$ cat config.mk
export PLATFORM = sky130hd
export DESIGN_NAME = wallace_csa_pipe_flat
export DESIGN_NICKNAME = d
export VERILOG_FILES = /design/src/rtl/wallace_pkg.sv /design/src/rtl/wallace_csa_pipe_if.sv /design/src/rtl/csa3to2.sv /design/src/rtl/wallace_csa_pipe.sv /design/src/flat_wrapper.sv
export SDC_FILE = /design/constraint.sdc
export NUM_CORES = 1
export LEC_CHECK = 0
export ABC_CLOCK_PERIOD_IN_PS = 7700
export CAP_MARGIN = 10
export CORE_MARGIN = 4
export CORE_UTILIZATION = 40
export CTS_BUF_LIST = sky130_fd_sc_hd__clkbuf_2
export DETAILED_ROUTE_END_ITERATION = 6
export GPL_TIMING_DRIVEN = 0
export PLACE_DENSITY = 0.68
export SLEW_MARGIN = 30
export SYNTH_ARGS = -nofsm -noshare
export SYNTH_HDL_FRONTEND = slang
export SYNTH_SLANG_ARGS = --single-unit
$ cat constraint.sdc
create_clock -name clk -period 7.7 [get_ports clk]
set_clock_uncertainty 0.2 [all_clocks]
set_input_delay 2.31 -clock clk [delete_from_list [all_inputs] [get_ports clk]]
set_output_delay 2.31 -clock clk [all_outputs]
set_load 0.01 [all_outputs]
$ cat src/rtl/wallace_pkg.sv
// wallace_pkg: operand/product widths and KPG carry codes shared by the multiplier tree and the final adder.
package wallace_pkg;
    localparam int OPW = 12;
    localparam int PW  = 2 * OPW;
    typedef enum logic [1:0] {KILL = 2'b00, PROP = 2'b01, GEN = 2'b10} kpg_e;
endpackage

$ cat src/rtl/wallace_csa_pipe_if.sv
// wallace_csa_pipe_if: operand-in / carry-save-out handshake bundle.
interface wallace_csa_pipe_if #(parameter int OPW = wallace_pkg::OPW);
    localparam int PW = 2 * OPW;
    logic          in_valid;
    logic          in_ready;
    logic [OPW-1:0] in_x;
    logic [OPW-1:0] in_y;
    logic          out_valid;
    logic          out_ready;
    logic [PW-1:0] out_a;
    logic [PW-1:0] out_b;
    logic [1:0]    out_kin;
    modport master (output in_valid, in_x, in_y, out_ready,
                    input  in_ready, out_valid, out_a, out_b, out_kin);
    modport slave  (input  in_valid, in_x, in_y, out_ready,
                    output in_ready, out_valid, out_a, out_b, out_kin);
endinterface

$ cat src/rtl/csa3to2.sv
// csa3to2: bitwise full-adder row; carry leaves shifted left by one, top carry dropped.
module csa3to2 #(parameter int W = 24) (
    input  logic [W-1:0] a_i,
    input  logic [W-1:0] b_i,
    input  logic [W-1:0] c_i,
    output logic [W-1:0] s_o,
    output logic [W-1:0] c_o
);
    assign s_o = a_i ^ b_i ^ c_i;
    assign c_o = ((a_i & b_i) | (a_i & c_i) | (b_i & c_i)) << 1;
endmodule

$ cat src/rtl/wallace_csa_pipe.sv
// wallace_csa_pipe: 3-stage Wallace multiplier tree producing a carry-save product pair.
module wallace_csa_pipe #(parameter int OPW = wallace_pkg::OPW) (
    input  logic               clk,
    input  logic               rst_n,
    wallace_csa_pipe_if.slave  bus
);
    import wallace_pkg::*;
    localparam int PW = 2 * OPW;
    logic v1_q, v2_q, v3_q, en1, en2, en3;
    logic [PW-1:0] pp_d [OPW];
    logic [PW-1:0] pp_q [OPW];
    logic [PW-1:0] l1 [8];
    logic [PW-1:0] l2 [6];
    logic [PW-1:0] s2_d [4];
    logic [PW-1:0] s2_q [4];
    logic [PW-1:0] l4 [3];
    logic [PW-1:0] s3_d [2];
    logic [PW-1:0] s3_q [2];
    // a stage may load when it is empty or its contents move on this cycle
    assign en3 = !v3_q || bus.out_ready;
    assign en2 = !v2_q || en3;
    assign en1 = !v1_q || en2;
    assign bus.in_ready  = en1;
    assign bus.out_valid = v3_q;
    assign bus.out_a     = s3_q[0];
    assign bus.out_b     = s3_q[1];
    assign bus.out_kin   = KILL;
    genvar i;
    generate
        for (i = 0; i < OPW; i++) begin : g_pp
            assign pp_d[i] = (PW'(bus.in_x) & {PW{bus.in_y[i]}}) << i;
        end
        for (i = 0; i < 4; i++) begin : g_l1
            csa3to2 #(.W(PW)) u_csa (.a_i(pp_q[3*i]), .b_i(pp_q[3*i+1]), .c_i(pp_q[3*i+2]),
                                     .s_o(l1[2*i]), .c_o(l1[2*i+1]));
        end
        for (i = 0; i < 2; i++) begin : g_l2
            csa3to2 #(.W(PW)) u_csa (.a_i(l1[3*i]), .b_i(l1[3*i+1]), .c_i(l1[3*i+2]),
                                     .s_o(l2[2*i]), .c_o(l2[2*i+1]));
        end
        for (i = 0; i < 2; i++) begin : g_l3
            csa3to2 #(.W(PW)) u_csa (.a_i(l2[3*i]), .b_i(l2[3*i+1]), .c_i(l2[3*i+2]),
                                     .s_o(s2_d[2*i]), .c_o(s2_d[2*i+1]));
        end
    endgenerate
    assign l2[4] = l1[6];
    assign l2[5] = l1[7];
    csa3to2 #(.W(PW)) u_l4 (.a_i(s2_q[0]), .b_i(s2_q[1]), .c_i(s2_q[2]), .s_o(l4[0]), .c_o(l4[1]));
    assign l4[2] = s2_q[3];
    csa3to2 #(.W(PW)) u_l5 (.a_i(l4[0]), .b_i(l4[1]), .c_i(l4[2]), .s_o(s3_d[0]), .c_o(s3_d[1]));
    always_ff @(posedge clk or negedge rst_n) begin
        if (!rst_n) begin
            v1_q <= 1'b0;
            v2_q <= 1'b0;
            v3_q <= 1'b0;
            pp_q <= '{default: '0};
            s2_q <= '{default: '0};
            s3_q <= '{default: '0};
        end else begin
            if (en1) v1_q <= bus.in_valid;
            if (en2) v2_q <= v1_q;
            if (en3) v3_q <= v2_q;
            if (en1 && bus.in_valid) pp_q <= pp_d;
            if (en2 && v1_q) s2_q <= s2_d;
            if (en3 && v2_q) s3_q <= s3_d;
        end
    end
endmodule

$ cat src/flat_wrapper.sv
// flat-port wrapper written by rule: the top's interface ports become plain ports
module wallace_csa_pipe_flat import wallace_pkg::*;
#(parameter int OPW = wallace_pkg::OPW)
  (clk, rst_n, bus_in_valid, bus_in_x, bus_in_y, bus_out_ready, bus_in_ready, bus_out_valid, bus_out_a, bus_out_b, bus_out_kin);
  wallace_csa_pipe_if #(.OPW(OPW)) bus_i ();
  input  logic clk;
  input  logic rst_n;
  input wire logic [$bits(bus_i.in_valid)-1:0] bus_in_valid;
  input wire logic [$bits(bus_i.in_x)-1:0] bus_in_x;
  input wire logic [$bits(bus_i.in_y)-1:0] bus_in_y;
  input wire logic [$bits(bus_i.out_ready)-1:0] bus_out_ready;
  output wire logic [$bits(bus_i.in_ready)-1:0] bus_in_ready;
  output wire logic [$bits(bus_i.out_valid)-1:0] bus_out_valid;
  output wire logic [$bits(bus_i.out_a)-1:0] bus_out_a;
  output wire logic [$bits(bus_i.out_b)-1:0] bus_out_b;
  output wire logic [$bits(bus_i.out_kin)-1:0] bus_out_kin;
  assign bus_i.in_valid = bus_in_valid;
  assign bus_i.in_x = bus_in_x;
  assign bus_i.in_y = bus_in_y;
  assign bus_i.out_ready = bus_out_ready;
  assign bus_in_ready = bus_i.in_ready;
  assign bus_out_valid = bus_i.out_valid;
  assign bus_out_a = bus_i.out_a;
  assign bus_out_b = bus_i.out_b;
  assign bus_out_kin = bus_i.out_kin;
  wallace_csa_pipe #(.OPW(OPW)) u_core (.clk(clk), .rst_n(rst_n), .bus(bus_i));
endmodule
; Word-level counts from Yosys, hierarchy flattened
; Cells that the tools add are included.
[classes]
reduce_logical = 9
bitwise = 82
[ops]
columns = op, n
row1 = $and 23x23->23, 30
row2 = $xor 24x24->24, 20
row3 = $or 23x23->23, 20
row4 = $and 12x24->24, 1
row5 = $and 12x23->23, 1
row6 = $and 12x22->22, 1
row7 = $and 12x21->21, 1
row8 = $and 12x20->20, 1
row9 = $and 12x19->19, 1
row10 = $and 12x18->18, 1
row11 = $and 12x17->17, 1
row12 = $and 12x16->16, 1
row13 = $and 12x15->15, 1
row14 = $and 12x14->14, 1
row15 = $and 12x13->13, 1
row16 = $logic_and 1x1->1, 3
row17 = $logic_not 1->1, 3
row18 = $logic_or 1x1->1, 3
[totals]
out_inout_bits = 52
inputBits = 28
elab_cells = 112
ff_bits = 366

; Logic depth before layout (Yosys ltp)
; Gate-level depths: netlist of run 1.
[depth]
ltp_word = 9
mapped_depth = 7
depth_no_buf = 7

; By module
; A second synthesis of run 1 with hierarchy kept.
[hier_totals]
cells_unflattened = 1193
area_unflattened_um2 = 16836.1
[modules_own_cells]
columns = mod, instances, seq_area_each_um2, area_each_um2, cells_per_inst
row1 = wallace_csa_pipe, 1, 7282.0, 11881.4, 933
row2 = csa3to2, 10, 0.0, 495.5, 26

; Worst setup path after synthesis of run 1
; OpenSTA, ideal clock, no wires.
[synth_timing]
kind = input to output
from = in bus_out_ready
to = out bus_in_ready
n_path_buf = 0
path_slack_ns = 2.637
t_required_ns = 5.190
arrival_time_ns = 2.553
cell_stages = 1
cell_sequence = nand4b_2
[synth_between]
elab_chain_cells = 3
[synth_lines]
columns = item, line_no
row1 = from (decl), flat_wrapper.sv:11  ; input wire logic [$bits(bus_i.out_ready)-1:0] bus_out_ready;
row2 = $logic_or 1x1->1, wallace_csa_pipe.sv:20  ; assign en3 = !v3_q || bus.out_ready;
row3 = $logic_or 1x1->1, wallace_csa_pipe.sv:21  ; assign en2 = !v2_q || en3;
row4 = $logic_or 1x1->1, wallace_csa_pipe.sv:22  ; assign en1 = !v1_q || en2;
row5 = to (decl), flat_wrapper.sv:12  ; output wire logic [$bits(bus_i.in_ready)-1:0] bus_in_ready;
; Every way passes these cells.

; Worst setup path after layout of run 1
; Ends and elaborated chain as after synthesis.

==> results.toml, run 1 <==
[run]
cap_violations = 0

[cells_and_area]
seq_area_um2 = 6331
fin_cells = 1686
fill_cells = 2956
most-common-layout-cells = "253 x dfrtp_1, 195 x inv_1, 148 x mux2i_1, 145 x nand2_1"
multi_input_comb_area_um2 = 5732
syn_to_final_growth_pct = 15.14
postLayoutCellArea_um2 = 15110
drive_above_1_share_pct = 19.48
layout_commonest_cell = "dfrtp_1"
layout.nets = 1360

[sta]
fin_crit_sh_pct = 78.22
tightestPinTransition_ns = 0.7239
setup_viol = 0
drv_slew = 0
hold_viol = 0
relSlewSlack_pct = 51.74
period_needed_ns = 6.023
fin_ws_ns = 1.677
fmax_ghz = 0.1660
fin_tns_setup_ns = 0
rsz0062_at_grt = "no"

[placement]
dp.cells = 1568
port-buffer-count = 71
post-dp-hpwl_mm = 21.28
place_ws_ns = 1.666
placed_area_um2 = 14500
globalplace.congestion = 0.8417

[grt]
grt_pass1_vias = 8762
grt_start_max_net_pins = 84
grt_antenna_before_repair = 1
gr-usage-all-layers_pct = 16.75
overflow = 0
grt_pass1_wl_mm = 47.13

[detailed_routing]
first_iter_violations = 320
drt-total-wl_mm = 28.59
avgViaCountPerCell = 4.587
dr_total_vias = 7733
postRouteAntennaNets = 0
drtPass1Iterations = 5
drc = 0
post_drt_wl_per_cell_um = 16.96

[clock_tree]
clock_sinks = 253
cts_tree = "built"
cts_made_buffers = 68
cts_hold_buffers = 0
clk_path_buf_depth = 3
h-tree-depth = 3
post_cts_buffers = 0
clockRootBuffer = "clkbuf_2"
clk_pin_slew_worst_paths_ns = 0.08
clk-insertion-delay-late_ns = 0.81
cts.repair.resized = 0

[yosys]
syn_inst = 1045
syn_area_per_cell_um2 = 12.56
synth_seq_area_share_pct = 48.25
netlist_top_cells_area = "dfrtp_1 48%, fa_1 16%, mux2i_1 11%"
synth_top_cell_area_share_pct = 48.25
yosysUniqueCellTypes = 16
synth_seq_cells = 253
yosys_warnings = 0
synth.cell_area_um2 = 13120
synth_top_area_cell = "dfrtp_1"

[worst_setup_path]
worstPathArrival_ns = 3.51
path_cells = "clkdlybuf4s50_1, nand4b_2, clkdlybuf4s50_1"
cp_slowest_stage_delay_ns = 0.56
worst_setup_path_start_kind = "input pin"
endpoint_kind = "primary output"
cp_top_family = "buffers and inverters"
setup.worst_path.class = "input pin to primary output"
worst_ep_required_time_ns = 5.19
crit_top_cell = "clkdlybuf4s50_1"
path_buf_inv = 2
worst-path-max-fanout = 3
slowest_stage = "clkdlybuf4s50_1"

[die]
coreArea_um2 = 32450
die_w_um = 189.1
start_util_pct = 40.43
ios = 80
dieArea_um2 = 35770
rows = 66
dieHeight_um = 189.1

[min_path]
hold_class = "register to register"

[power]
p_per_area_nw_per_um2 = 294.9
ir_drop_uv = 156.9
leakage_uw = 0.007856

[run_status]
status = "complete, no violations"
cell usage after synthesis:
master	number
dfrtp_1	253
nand2_2	2
mux2_2	102
nand3b_1	1
nand2_1	145
nand2b_1	4
clkbuf_1	24
ha_1	34
conb_1	1
buf_4	22
buf_6	7
buf_2	4
inv_1	195
nand4b_2	1
mux2i_1	148
fa_1	102
metrics by stage:
| stage | util (%) | total power (uW) | hold WS (ns) |
|---|---|---|---|
| 5_1_grt | 46.56 | 4852 | 0.3254 |
| 3_5_place_dp | 44.68 | 3577 | 0.2925 |
| 2_1_floorplan | - | 2885 | 0.2750 |
| 4_1_cts | 46.54 | 4548 | 0.3129 |
| 3_3_place_gp | 44.41 | 3526 | 0.2875 |
| 6_report | 46.56 | 4455 | 0.3079 |
where the power goes:
part / total (uW) / switching, uW / internal, uW
sequential: 1850 / 196 / 1660
combinational: 1650 / 769 / 880
clock: 952 / 561 / 391
per-layer routing:
metal	global-route usage [%]	part of all wire, %
met3	3.521	4.6
met5	0	0
met2	27.50	49
met1	22.27	44
met4	5.802	2.2
layout make-up:
class                      instances  share of cell area (%)
antenna                            2                 0.03312
buffer                            57                   2.343
clock buffer                      92                   3.047
clock inverter                    24                  0.9523
inverter                         195                   4.844
multi-input combinational        547                   37.93
sequential                       253                   41.90
tap                              442                   3.660
timing repair buffer              74                   5.283
worst reg2reg max path, stage by stage, from the launching register on:
cell     delay (ns)
dfrtp_1        0.33
inv_1          0.06
fa_1           0.53
inv_1          0.05
fa_1           0.51
fa_1           0.54
mux2_2         0.28
final timing paths:
check,cells after the start,slack (ns),endpoint,start
setup / recovery,3,1.68,bus_in_ready,bus_out_ready
hold / removal,1,0.31,u_core.bus.out_b[7]$_DFFE_PN0P_,u_core.bus.out_b[7]$_DFFE_PN0P_
setup reg to reg,6,5.05,u_core.s2_q[85]$_DFFE_PN0P_,u_core.pp_q[133]$_DFFE_PN0P_
hold reg to reg,1,0.31,u_core.bus.out_b[7]$_DFFE_PN0P_,u_core.bus.out_b[7]$_DFFE_PN0P_
max in group asynchronous,3,5.04,u_core.s2_q[46]$_DFFE_PN0P_,rst_n
min in group asynchronous,1,1.22,u_core.bus.out_a[2]$_DFFE_PN0P_,rst_n
sequential cells by signal (all words and copies together) (netlist names):
signal / count
u_core.bus.out_a: 24
u_core.bus.out_b: 18
u_core.bus.out_valid: 1
u_core.l4: 14
u_core.pp_q: 144
u_core.s2_q: 50
u_core.v1_q: 1
u_core.v2_q: 1
cells by family (layout without fill, tap and decap cells):
| logic type | count (synthesis) | after routing | synth area share, % |
|---|---|---|---|
| multiplexers | 250 | 250 | 20.04 |
| flip-flops | 253 | 253 | 48.25 |
| adder cells (fa/ha/maj) | 136 | 136 | 18.80 |
| other | 1 | 10 | 0.02858 |
| buffers and inverters | 252 | 442 | 8.276 |
| AND/OR/NAND/NOR | 153 | 153 | 4.605 |
Note: power is estimated with default switching activity, not from simulation.
==> run 2: changes to the inputs <==
--- a/config.mk
+++ b/config.mk
@@ -5,7 +5,7 @@
 export SDC_FILE = /design/constraint.sdc
 export NUM_CORES = 1
 export LEC_CHECK = 0
-export ABC_CLOCK_PERIOD_IN_PS = 7700
+export ABC_CLOCK_PERIOD_IN_PS = 6000
 export CAP_MARGIN = 10
 export CORE_MARGIN = 4
 export CORE_UTILIZATION = 40
==> constraint.sdc (replaced) <==
create_clock -name clk -period 6 [get_ports clk]
set_clock_uncertainty 0.2 [all_clocks]
set_input_delay 1.8 -clock clk [delete_from_list [all_inputs] [get_ports clk]]
set_output_delay 1.8 -clock clk [all_outputs]
set_load 0.01 [all_outputs]
==> results of run 2 <==
The final DEF is identical to that of run 1. Status: complete, no violations.
Main changes from that run: setup slack after placement 1.666 ns -> 0.9857 ns; setup slack after layout 1.677 ns -> 0.9970 ns; register-to-register setup slack 5.05 ns -> 3.35 ns; total power 4455 uW -> 5717 uW; worst IR drop on VDD 156.9 uV -> 201.4 uV
